==> config.mk <==
export PLATFORM = sky130hd
export DESIGN_NAME = imm_extend_pipe_flat
export DESIGN_NICKNAME = d
export VERILOG_FILES = /design/src/rtl/imm_extend_pipe_if.sv /design/src/rtl/imm_extend_pipe.sv /design/src/flat_wrapper.sv
export SDC_FILE = /design/constraint.sdc
export NUM_CORES = 1
export LEC_CHECK = 0
export ABC_AREA = 1
export BUFFER_PORTS_ARGS = -buffer_cell sky130_fd_sc_hd__buf_2
export CAP_MARGIN = 15
export CELL_PAD_IN_SITES_DETAIL_PLACEMENT = 0
export CELL_PAD_IN_SITES_GLOBAL_PLACEMENT = 1
export CORE_AREA = 5 5 105 107
export CTS_CLUSTER_DIAMETER = 120
export DETAILED_ROUTE_END_ITERATION = 8
export DIE_AREA = 0 0 110 112
export PLACE_DENSITY_LB_ADDON = 0.1
export SLEW_MARGIN = 20
export SYNTH_ARGS = -nofsm -noshare
export SYNTH_HDL_FRONTEND = slang
export SYNTH_SLANG_ARGS = --single-unit
==> constraint.sdc <==
create_clock -name clk -period 3.2 [get_ports clk]
set_input_delay 0.16 -clock clk [delete_from_list [all_inputs] [get_ports clk]]
set_output_delay 0.16 -clock clk [all_outputs]
set_load 0.01 [all_outputs]
==> src/rtl/imm_extend_pipe_if.sv <==
// Decode-to-execute immediate bus: upstream word handshake plus downstream result handshake.
// The slave modport is the immediate generator's view; master is the driver/consumer side.
interface imm_extend_pipe_if #(
    parameter int unsigned XLEN  = 32,
    parameter int unsigned TAG_W = 5
) ();
    logic             in_valid;
    logic             in_ready;
    logic [24:0]      in_instr;
    logic [2:0]       in_fmt;
    logic [TAG_W-1:0] in_tag;
    logic             out_valid;
    logic             out_ready;
    logic [XLEN-1:0]  out_imm;
    logic [TAG_W-1:0] out_tag;
    logic             out_err;

    modport master (
        output in_valid, in_instr, in_fmt, in_tag, out_ready,
        input  in_ready, out_valid, out_imm, out_tag, out_err
    );

    modport slave (
        input  in_valid, in_instr, in_fmt, in_tag, out_ready,
        output in_ready, out_valid, out_imm, out_tag, out_err
    );
endinterface

==> src/rtl/imm_extend_pipe.sv <==
// RISC-V immediate generator with a two-entry skid buffer, flush and a saturating counter
// of reserved-format words. in_ready is purely registered (no path from out_ready).
module imm_extend_pipe #(
    parameter int unsigned XLEN  = 32,
    parameter int unsigned TAG_W = 5
) (
    input  logic                clk,
    input  logic                rst_n,
    input  logic                flush,
    imm_extend_pipe_if.slave    bus,
    output logic [7:0]          err_count
);

    logic [31:7]      ins;
    logic [XLEN-1:0]  imm_new;
    logic             err_new;

    logic             main_valid_q, main_valid_d;
    logic [XLEN-1:0]  main_imm_q, main_imm_d;
    logic [TAG_W-1:0] main_tag_q, main_tag_d;
    logic             main_err_q, main_err_d;
    logic             skid_valid_q, skid_valid_d;
    logic [XLEN-1:0]  skid_imm_q, skid_imm_d;
    logic [TAG_W-1:0] skid_tag_q, skid_tag_d;
    logic             skid_err_q, skid_err_d;
    logic [7:0]       err_count_q, err_count_d;

    logic accept;
    logic drain;

    assign ins    = bus.in_instr;
    assign accept = bus.in_valid & ~skid_valid_q;
    assign drain  = main_valid_q & bus.out_ready;

    // Sign-filled default, then the low field of each format overwrites the bottom bits.
    always_comb begin
        imm_new = {XLEN{ins[31]}};
        err_new = 1'b0;
        case (bus.in_fmt)
            3'b000: imm_new[11:0] = ins[31:20];
            3'b001: imm_new[11:0] = {ins[31:25], ins[11:7]};
            3'b010: imm_new[12:0] = {ins[31], ins[7], ins[30:25], ins[11:8], 1'b0};
            3'b011: imm_new[20:0] = {ins[31], ins[19:12], ins[20], ins[30:21], 1'b0};
            3'b100: imm_new[31:0] = {ins[31:12], 12'b0};
            3'b101: begin
                imm_new      = '0;
                imm_new[4:0] = ins[19:15];
            end
            3'b110: begin
                imm_new = '0;
                if (XLEN == 64) begin
                    imm_new[5:0] = ins[25:20];
                end else begin
                    imm_new[4:0] = ins[24:20];
                end
            end
            default: begin
                imm_new = '0;
                err_new = 1'b1;
            end
        endcase
    end

    always_comb begin
        main_valid_d = main_valid_q;
        main_imm_d   = main_imm_q;
        main_tag_d   = main_tag_q;
        main_err_d   = main_err_q;
        skid_valid_d = skid_valid_q;
        skid_imm_d   = skid_imm_q;
        skid_tag_d   = skid_tag_q;
        skid_err_d   = skid_err_q;
        err_count_d  = err_count_q;

        // Counted on accept even if the same cycle flushes the word away.
        if (accept && err_new && (err_count_q != 8'hFF)) begin
            err_count_d = err_count_q + 8'd1;
        end

        if (flush) begin
            main_valid_d = 1'b0;
            skid_valid_d = 1'b0;
        end else if (drain && skid_valid_q) begin
            main_valid_d = 1'b1;
            main_imm_d   = skid_imm_q;
            main_tag_d   = skid_tag_q;
            main_err_d   = skid_err_q;
            skid_valid_d = 1'b0;
        end else if (!main_valid_q || drain) begin
            main_valid_d = accept;
            if (accept) begin
                main_imm_d = imm_new;
                main_tag_d = bus.in_tag;
                main_err_d = err_new;
            end
        end else if (accept) begin
            skid_valid_d = 1'b1;
            skid_imm_d   = imm_new;
            skid_tag_d   = bus.in_tag;
            skid_err_d   = err_new;
        end
    end

    always_ff @(posedge clk) begin
        if (!rst_n) begin
            main_valid_q <= 1'b0;
            main_imm_q   <= '0;
            main_tag_q   <= '0;
            main_err_q   <= 1'b0;
            skid_valid_q <= 1'b0;
            skid_imm_q   <= '0;
            skid_tag_q   <= '0;
            skid_err_q   <= 1'b0;
            err_count_q  <= '0;
        end else begin
            main_valid_q <= main_valid_d;
            main_imm_q   <= main_imm_d;
            main_tag_q   <= main_tag_d;
            main_err_q   <= main_err_d;
            skid_valid_q <= skid_valid_d;
            skid_imm_q   <= skid_imm_d;
            skid_tag_q   <= skid_tag_d;
            skid_err_q   <= skid_err_d;
            err_count_q  <= err_count_d;
        end
    end

    assign bus.in_ready  = ~skid_valid_q;
    assign bus.out_valid = main_valid_q;
    assign bus.out_imm   = main_imm_q;
    assign bus.out_tag   = main_tag_q;
    assign bus.out_err   = main_err_q;
    assign err_count     = err_count_q;

endmodule

==> src/flat_wrapper.sv <==
// flat-port wrapper written by rule: the top's interface ports become plain ports
module imm_extend_pipe_flat 
#(
    parameter int unsigned XLEN  = 32,
    parameter int unsigned TAG_W = 5
)
  (clk, rst_n, flush, err_count, bus_in_valid, bus_in_instr, bus_in_fmt, bus_in_tag, bus_out_ready, bus_in_ready, bus_out_valid, bus_out_imm, bus_out_tag, bus_out_err);
  imm_extend_pipe_if #(.XLEN(XLEN), .TAG_W(TAG_W)) bus_i ();
  input  logic clk;
  input  logic rst_n;
  input  logic flush;
  output logic [7:0] err_count;
  input wire logic [$bits(bus_i.in_valid)-1:0] bus_in_valid;
  input wire logic [$bits(bus_i.in_instr)-1:0] bus_in_instr;
  input wire logic [$bits(bus_i.in_fmt)-1:0] bus_in_fmt;
  input wire logic [$bits(bus_i.in_tag)-1:0] bus_in_tag;
  input wire logic [$bits(bus_i.out_ready)-1:0] bus_out_ready;
  output wire logic [$bits(bus_i.in_ready)-1:0] bus_in_ready;
  output wire logic [$bits(bus_i.out_valid)-1:0] bus_out_valid;
  output wire logic [$bits(bus_i.out_imm)-1:0] bus_out_imm;
  output wire logic [$bits(bus_i.out_tag)-1:0] bus_out_tag;
  output wire logic [$bits(bus_i.out_err)-1:0] bus_out_err;
  assign bus_i.in_valid = bus_in_valid;
  assign bus_i.in_instr = bus_in_instr;
  assign bus_i.in_fmt = bus_in_fmt;
  assign bus_i.in_tag = bus_in_tag;
  assign bus_i.out_ready = bus_out_ready;
  assign bus_in_ready = bus_i.in_ready;
  assign bus_out_valid = bus_i.out_valid;
  assign bus_out_imm = bus_i.out_imm;
  assign bus_out_tag = bus_i.out_tag;
  assign bus_out_err = bus_i.out_err;
  imm_extend_pipe #(.XLEN(XLEN), .TAG_W(TAG_W)) u_core (.clk(clk), .rst_n(rst_n), .flush(flush), .bus(bus_i), .err_count(err_count));
endmodule
# Yosys cells after proc, flatten, opt, wreduce, memory -nomap -nowiden
# Index checks and enable logic that the tools add are counted.
dict set report word_totals {
  input_bits 38
  word_cells 57
  ff_bits 86
  out_inout_bits 48
}
dict set report classes {
  n_mux 16
  reduce_logical 17
  bitwise 7
  n_addsub 1
  eq_ne 7
}
# cell n
set ops {}
lappend ops {{32-bit 2-to-1 mux} 3}
lappend ops {{12-bit one-hot mux with 6 select lines} 1}
lappend ops {{8-bit one-hot mux with 3 select lines} 1}
lappend ops {{11-bit one-hot mux with 2 select lines} 1}
lappend ops {{5-bit 2-to-1 mux} 3}
lappend ops {{3-bit == test (second input constant)} 3}
lappend ops {{8-bit by 1-bit adder with 8-bit output (second input constant)} 1}
lappend ops {{8-bit inequality test (second input constant)} 1}
lappend ops {{7-bit OR reduction} 1}
lappend ops {{3-bit by 2-bit == test with 1-bit output (second input constant)} 2}
lappend ops {{1-bit 2-to-1 mux} 6}
lappend ops {{3-bit OR reduction} 2}
lappend ops {{1-bit NOT} 5}
lappend ops {{4-bit AND reduction} 1}
lappend ops {{2-bit nonzero test} 2}
lappend ops {{2-bit OR reduction} 2}
lappend ops {{4-bit OR reduction} 1}
lappend ops {{3-bit by 1-bit == test with 1-bit output (second input constant)} 1}
lappend ops {{1-bit logical AND} 3}
lappend ops {{3-bit zero test} 1}
lappend ops {{3-bit AND reduction} 1}
lappend ops {{1-bit bitwise AND} 2}
lappend ops {{1-bit one-hot mux with 2 select lines} 1}
lappend ops {{2-bit AND reduction} 1}
lappend ops {{other kinds (2)} 2}

# Longest topological paths before layout
# Gate-level depths: netlist of run 1.
dict set report depth {
  depth_word 6
  ltp_mapped 10
  mapped_depth_nobuf 9
}

# Worst setup path before layout of run 1
# No wires, ideal clock.
dict set report synth_path {
  kind {flip-flop to flip-flop}
  start {register u_core.main_valid_q (netlist: u_core.bus.out_valid)}
  end {register u_core.main_imm_q[27] (netlist: u_core.bus.out_imm[27])}
  path_slack_ns 1.827
  synth_period_minus_slack_ns 1.373
  path_stages_with_launch 10
  t_arrival_ns 1.264
  cell_sequence {dfxtp_1 -> nand3_2 -> nand2_1 -> nand2_1 -> buf_4 -> buf_4 -> a21oi_1 -> o21ai_0 -> nand2_1 -> inv_1}
}
dict set report synth_via {
  elab_chain_len 4
  elab_cells_between_ends 8
  classes_between {mux (1); bitwise (1); reduce/logical (6)}
}
# element line
set synth_rtl {}
lappend synth_rtl {{start, declared} imm_extend_pipe.sv:18} ;# logic main_valid_q, main_valid_d;
lappend synth_rtl {{start signal, assigned} imm_extend_pipe.sv:116} ;# main_valid_q <= main_valid_d;
lappend synth_rtl {{1-bit bitwise AND or 1-bit zero test (tied branches)} {imm_extend_pipe.sv:33, imm_extend_pipe.sv:89}}
lappend synth_rtl {{1-bit logical AND or 1-bit logical OR (tied branches)} {imm_extend_pipe.sv:83, imm_extend_pipe.sv:89}}
lappend synth_rtl {{2-bit nonzero test (no line)} -}
lappend synth_rtl {{3-bit AND reduction (no line)} -}
lappend synth_rtl {{end signal, assigned} imm_extend_pipe.sv:117} ;# main_imm_q <= main_imm_d;
lappend synth_rtl {{end, declared} imm_extend_pipe.sv:19} ;# logic [XLEN-1:0] main_imm_q, main_imm_d;
# Parallel ways exist; a longest one is shown, timed or not.
# A chain may end at the register's enable or synchronous reset.

# Final worst setup path of run 1
dict set report layout_path {
  start {register u_core.main_valid_q (netlist: u_core.bus.out_valid)}
  end {register u_core.skid_imm_q[1]}
}
dict set report layout_via {
  elab_chain_len 4
  elab_cells_between_ends 7
  classes_between {bitwise (3); reduce/logical (4)}
}
# element line
set layout_rtl {}
lappend layout_rtl {{1-bit bitwise AND or 1-bit zero test (tied branches)} {imm_extend_pipe.sv:33, imm_extend_pipe.sv:89}}
lappend layout_rtl {{1-bit logical AND or 1-bit logical OR (tied branches)} {imm_extend_pipe.sv:83, imm_extend_pipe.sv:89}}
lappend layout_rtl {{1-bit NOT (no line)} -}
lappend layout_rtl {{4-bit AND reduction (no line) (*)} -}
lappend layout_rtl {{end signal, assigned} imm_extend_pipe.sv:121} ;# skid_imm_q <= skid_imm_d;
lappend layout_rtl {{end, declared} imm_extend_pipe.sv:23} ;# logic [XLEN-1:0] skid_imm_q, skid_imm_d;
# Every way passes the cells marked *; elsewhere a longest branch is shown, timed or not.

==> results of run 1 <==
[state kept, by name (all words and copies together), names as in the netlist]
name	cells
u_core.bus.out_imm	32
u_core.err_count	8
u_core.bus.out_tag	5
u_core.bus.out_err	1
u_core.skid_valid_q	1
u_core.bus.out_valid	1
u_core.skid_imm_q	32
u_core.skid_err_q	1
u_core.skid_tag_q	5
[cell usage after synthesis]
cell / number / share of area (%)
buf_4: 5 / 0.94
inv_1: 52 / 4.9
a31oi_1: 8 / 1.3
clkinv_2: 2 / 0.25
ha_1: 1 / 0.31
buf_2: 9 / 1.1
nand3_1: 28 / 3.5
nor2_4: 2 / 0.57
o21ai_1: 1 / 0.13
o21ai_2: 1 / 0.22
nand2_2: 1 / 0.16
a21oi_1: 76 / 9.6
inv_2: 5 / 0.47
o211ai_1: 2 / 0.38
nand4_1: 3 / 0.47
dfxtp_1: 86 / 43
o211a_1: 1 / 0.25
inv_4: 1 / 0.16
a21boi_0: 1 / 0.19
o21ai_4: 1 / 0.41
nor2_1: 65 / 6.1
and3_1: 1 / 0.16
nor4_1: 1 / 0.16
buf_6: 1 / 0.28
clkbuf_1: 20 / 1.9
nand2_4: 2 / 0.57
xor2_1: 4 / 0.88
o21ai_0: 84 / 11
nor3_2: 1 / 0.25
nand3_2: 1 / 0.25
nand2_1: 109 / 10
[kinds of logic (layout without fill, tap and decap cells)]
kind of cell    Yosys count  in the layout
buf+inv                  95            164
compound gates          175            175
fa+ha+maj                 1              1
xor+xnor                  4              4
simple gates            214            214
flops                    86             86
[through the flow]
step           worst slack (ns)  hold slack, ns  utilization [%]  area (µm²)
2_1_floorplan             1.827          0.2385                -        3978
3_3_place_gp              1.397          0.3909            44.21        4442
6_report                  1.264         0.01207            46.10        4631
5_1_grt                  0.9802         0.03632            46.10        4631
4_1_cts                   1.247        0.003437            46.10        4631
3_5_place_dp              1.272          0.4013            44.21        4442
[worst max path at each step]
stage	from	endpoint	cells after the start
final	u_core.bus.out_valid	u_core.skid_imm_q[1]	9
after global routing	u_core.bus.out_valid	u_core.skid_imm_q[15]	7
after CTS	u_core.bus.out_valid	u_core.skid_imm_q[15]	7
after detailed placement	u_core.bus.out_valid	u_core.skid_imm_q[15]	7
after global placement	u_core.skid_valid_q	u_core.skid_imm_q[12]	10
after floorplan	u_core.bus.out_valid	u_core.bus.out_imm[27]	9
[worst max-delay path: cells and delay by family (launching register included)]
kind                   cells  cell delay [ns]
AOI/OAI and AO/OA          1             0.10
and+or+nand+nor            4             0.49
buffers and inverters      4             0.91
DFF                        1             0.37
[metal layers]
| metal | GRT usage (%) | vias up |
|---|---|---|
| met1 | 23.03 | 1746 |
| met2 | 28.88 | 76 |
| li1 | - | 2004 |
| met3 | 3.304 | 13 |
| met4 | 6.733 | 0 |
| met5 | 0 | - |
[report_power, final]
group | leakage, nW | internal, mW | switching, mW
Clock | 0.0956 | 0.397 | 0.379
Combinational | 1.44 | 0.0955 | 0.172
Sequential | 0.700 | 1.11 | 0.0169
Total | 2.24 | 1.60 | 0.568
[final cells by class]
class / instances / area [µm²]
clock inverter: 1 / 30.03
clock buffer: 13 / 158.9
timing repair buffer: 90 / 462.9
sequential: 86 / 1722
inverter: 60 / 230.2
multi-input combinational: 394 / 1857
tap: 136 / 170.2
fill: 1088 / 5415
==> out/metrics.cfg, run 1 <==
[yosys]
synthXorXnorAreaFrac_pct = 0.8808
ys_seq_area_share_pct = 43.28
yosys_warnings = 0
synth_cells = 575
syn_nets = 614
synth_compound_area_share_pct = 22.96
synthAdderAreaFrac_pct = 0.3146
synth_top_family_by_area = compound AO/OA/AOI/OAI gates
synthMuxAreaShare_pct = 0
yosysUniqueCellTypes = 31
synth.avg_cell_area_um2 = 6.918
synthSimpleGateAreaFrac_pct = 22.52
ys_ff_latch = 86
syn_area_um2 = 3978

[timing]
fmax_mhz = 516.4
grt_setup_unrepaired = false
clock_skew_ns = 0.009401
relSlewSlack_pct = 31.22
post-route-period-util_pct = 60.52
finalHoldViolCount = 0
setup_viol = 0
slew_viol_final = 0
worst_pin_slew_ns = 1.031
layout_min_cycle_time_ns = 1.936
setup_tns_ns = 0

[setup_path]
path_common_cell = nor2_1
crit_path_cell_trace = inv_1, nor2_1, nand2_1, buf_4, inv_2, nor2_1, nor2_1, o21ai_0, inv_1
crit_required_ns = 3.51
r2r_cells = 9
critPathMaxStageDelay_ns = 0.57
slowest_stage = inv_2
critPathKind = reg -> reg
worst_r2r_endpoint = u_core.skid_imm_q[1]
startpoint_type = flip-flop
crit_arrival_ns = 2.24
cp-end-kind = flip-flop
reg2reg_setup_slack_ns = 1.26
path_max_fanout = 52
r2r_start = u_core.bus.out_valid

[layout]
syn_to_final_growth_pct = 16.42
diodes = 0
layout.nets = 680
final_cells = 780
final_cell_mix = nand2_1 (109), dfxtp_1 (86), buf_2 (85)
mostFrequentLayoutCell = nand2_1
drive_gt1_share_pct = 18.48

[clocking]
clockRootBuffer = clkbuf_8
worstSkewPairLatency_ns = 0.36
cts_tree = built
cts_setup_buffers = 0
htree_levels = 3
ctsHoldBuffers = 0
clockBufferDepth = 2
ctsResizeCount = 0
numCtsBuffers = 9
clk_pin_slew_ns = 0.09
cts.sinks = 86

[run_status]
status = finished, final reports clean

[grt]
grt_max_degree = 57
grt_pass1_wl_mm = 17.50
antenna_found_initial = 0
first_global_vias = 3705
grt.overflow.total = 0
grtUsageTotal_pct = 17.74

[route]
totalWireLength_mm = 10.52
wl_met1_mm = 5.091
met2_length_mm = 4.695
top_layer = met4
vias = 3839
met3WireLength_um = 557
drt-pass1-iter-count = 4
drt_iter0_markers = 158
drt-vias-per-instance = 4.922
drc = 0
ant_nets = 0
detail_route.wl_per_cell_um = 13.49

[placed_design]
port_buffers = 85
dp_hpwl_mm = 7.053
place_inst = 766
place_congestion = 0.7855

[power]
total_leakage_power_nw = 2.238
total_power_mw = 2.167
p_per_area_nw_per_um2 = 468.1
irDropWorstVdd_mv = 0.1828

[floorplanning]
die_h_um = 112
core-area_um2 = 10050
io_pins = 86
initial_utilization_pct = 39.59
rows = 37
die-area_um2 = 12320
dieWidth_um = 110

[min_path]
hold-path-cell-count = 2
min-delay-start = flush
hold_path_class = in -> reg
min_to = u_core.skid_valid_q

[run]
maxCapViolations = 0

(Power assumes the default switching activity.)
==> inputs of run 2 (changes only) <==
- CORE_AREA: 5 5 105 107 -> 5 5 109 111
- DIE_AREA: 0 0 110 112 -> 0 0 114 116
- clock period: 3.2 -> 2 ns (I/O delays scaled with it)
==> out/metrics.cfg, run 2 (same netlist as run 1, synthesis figures left out) <==
[run_status]
status = finished, final reports clean

[floorplanning]
initial_utilization_pct = 37.18  ; -2.4 points
io_pins = 86  ; unchanged
rows = 38  ; +2.7%
core-area_um2 = 10700  ; +6.5%
die_h_um = 116  ; +3.6%
dieWidth_um = 114  ; +3.6%
die-area_um2 = 13220  ; +7.3%

[layout]
mostFrequentLayoutCell = nand2_1
diodes = 0  ; unchanged
design_area_um2 = 4742  ; +2.4%
drive_gt1_share_pct = 19.63  ; +1.2 points
layout.nets = 686  ; +0.88%
final_cell_mix = nand2_1 (109), dfxtp_1 (86), buf_2 (85)
syn_to_final_growth_pct = 19.22
fill_cells = 1180  ; +8.5%

[route]
detail_route.wl_per_cell_um = 14.13  ; +4.8%
drt-vias-per-instance = 4.881  ; -0.82%
vias = 3866  ; +0.70%
drt_iter0_markers = 237  ; +50%
drc = 0  ; unchanged
totalWireLength_mm = 11.19  ; +6.4%
drt-pass1-iter-count = 4  ; unchanged
ant_nets = 0  ; unchanged

[timing]
post-route-period-util_pct = 84.37  ; +24 points
finalHoldViolCount = 0  ; unchanged
slew_viol_final = 0  ; unchanged
setup_slack_ns = 0.3126  ; -0.9509 ns
setup_tns_ns = 0  ; unchanged
grt_setup_unrepaired = false
layout_min_cycle_time_ns = 1.687  ; -0.2491 ns
relSlewSlack_pct = 49.52  ; +18 points
worst_pin_slew_ns = 0.7561  ; -0.2745 ns
setup_viol = 0  ; unchanged
clock_skew_ns = 0.007678  ; -0.001724 ns
fmax_mhz = 592.6  ; +15%

[placed_design]
port_buffers = 85  ; unchanged
dp_hpwl_mm = 7.640  ; +8.3%
post-place-ws_ns = 0.2778  ; -0.9944 ns
post_dp_cell_area_um2 = 4509  ; +1.5%
place_congestion = 0.7680  ; -2.2%

[clocking]
clockRootBuffer = clkbuf_8
worstSkewPairLatency_ns = 0.36  ; about the same
htree_levels = 3  ; unchanged
clockBufferDepth = 2  ; unchanged
cts.sinks = 86  ; unchanged
numCtsBuffers = 9  ; unchanged
cts_tree = built
clk_pin_slew_ns = 0.09  ; about the same

[power]
total_power_mw = 3.616  ; +67%
p_per_area_nw_per_um2 = 762.6  ; +63%
total_leakage_power_nw = 2.286  ; +2.2%
irDropWorstVdd_mv = 0.2852  ; +56%

[setup_path]
critPathLaunch = u_core.skid_valid_q
crit_required_ns = 2.26  ; -1.25 ns
worst_r2r_endpoint = u_core.bus.out_err
startpoint_type = flip-flop
endpoint = u_core.bus.out_err
cp-end-kind = flip-flop
path_max_fanout = 45  ; -13%
reg2reg_setup_slack_ns = 0.31  ; -0.95 ns
r2r_cells = 5  ; -4
r2r_start = u_core.skid_valid_q
crit_arrival_ns = 1.94  ; -0.30 ns
critPathKind = reg -> reg

[grt]
grt_max_degree = 46  ; -19%
first_global_vias = 3966  ; +7.0%
grtUsageTotal_pct = 17.83  ; +0.092 points
antenna_found_initial = 0  ; unchanged
grt_pass1_wl_mm = 18.91  ; +8.0%
grt.overflow.total = 0  ; unchanged

[min_path]
hold_path_class = in -> reg

[run]
maxCapViolations = 0  ; unchanged

==> run 2: critical path: stages, from the launching register on <==
cell     delay (ns)
dfxtp_1        0.38
nand3_2        0.20
inv_2          0.62
o21ai_0        0.20
nor2_1         0.11
nor2_1         0.05
==> run 2: worst min path at each step <==
| stage | slack [ns] | cells after the start | endpoint | start |
|---|---|---|---|---|
| after CTS | 0.006 | 3 | u_core.skid_imm_q[13] | bus_in_instr[6] |
| after detailed placement | 0.32 | 2 | u_core.skid_valid_q | flush |
| after global placement | 0.32 | 2 | u_core.skid_valid_q | flush |
| final | 0.03 | 3 | u_core.skid_imm_q[13] | bus_in_instr[6] |
| after global routing | 0.02 | 3 | u_core.skid_imm_q[13] | bus_in_instr[6] |
| after floorplan | 0.18 | 1 | u_core.skid_valid_q | flush |
==> run 2: repair_timing <==
action,CTS,global route
hold buffers,1,0
endpoints found under the hold margin,1,0
buffers inserted,0,0
resized for setup,0,0
==> run 2: cell type report <==
type	instances	area (µm²)	area share [%]
clock buffer	10	137.6	2.902
clock inverter	6	85.08	1.794
inverter	60	230.2	4.855
multi-input combinational	394	1857	39.16
sequential	86	1722	36.31
tap	140	175.2	3.694
timing repair buffer	96	535.5	11.29
==> run 2: routing by layer <==
| layer | wire length, µm | track usage, % | vias up | part of all wire (%) |
|---|---|---|---|---|
| li1 | - | - | 2020 | - |
| met5 | 0 | 0 | - | 0 |
| met3 | 504 | 3.812 | 8 | 4.5 |
| met4 | 110 | 4.988 | 0 | 0.98 |
| met1 | 5321 | 22.75 | 1763 | 48 |
| met2 | 5257 | 30.52 | 75 | 47 |
==> run 2: power breakdown <==
part / internal [mW] / switching (mW)
clock network: 0.733 / 0.639
logic: 0.163 / 0.279
registers: 1.77 / 0.0294
==> run 2: through the flow <==
step,utilization [%],std cells,hold WS (ns)
2_1_floorplan,-,575,0.1785
3_3_place_gp,42.15,775,0.3246
3_5_place_dp,42.15,775,0.3232
5_1_grt,44.33,792,0.02074
4_1_cts,44.33,792,0.006162
6_report,44.33,792,0.02516
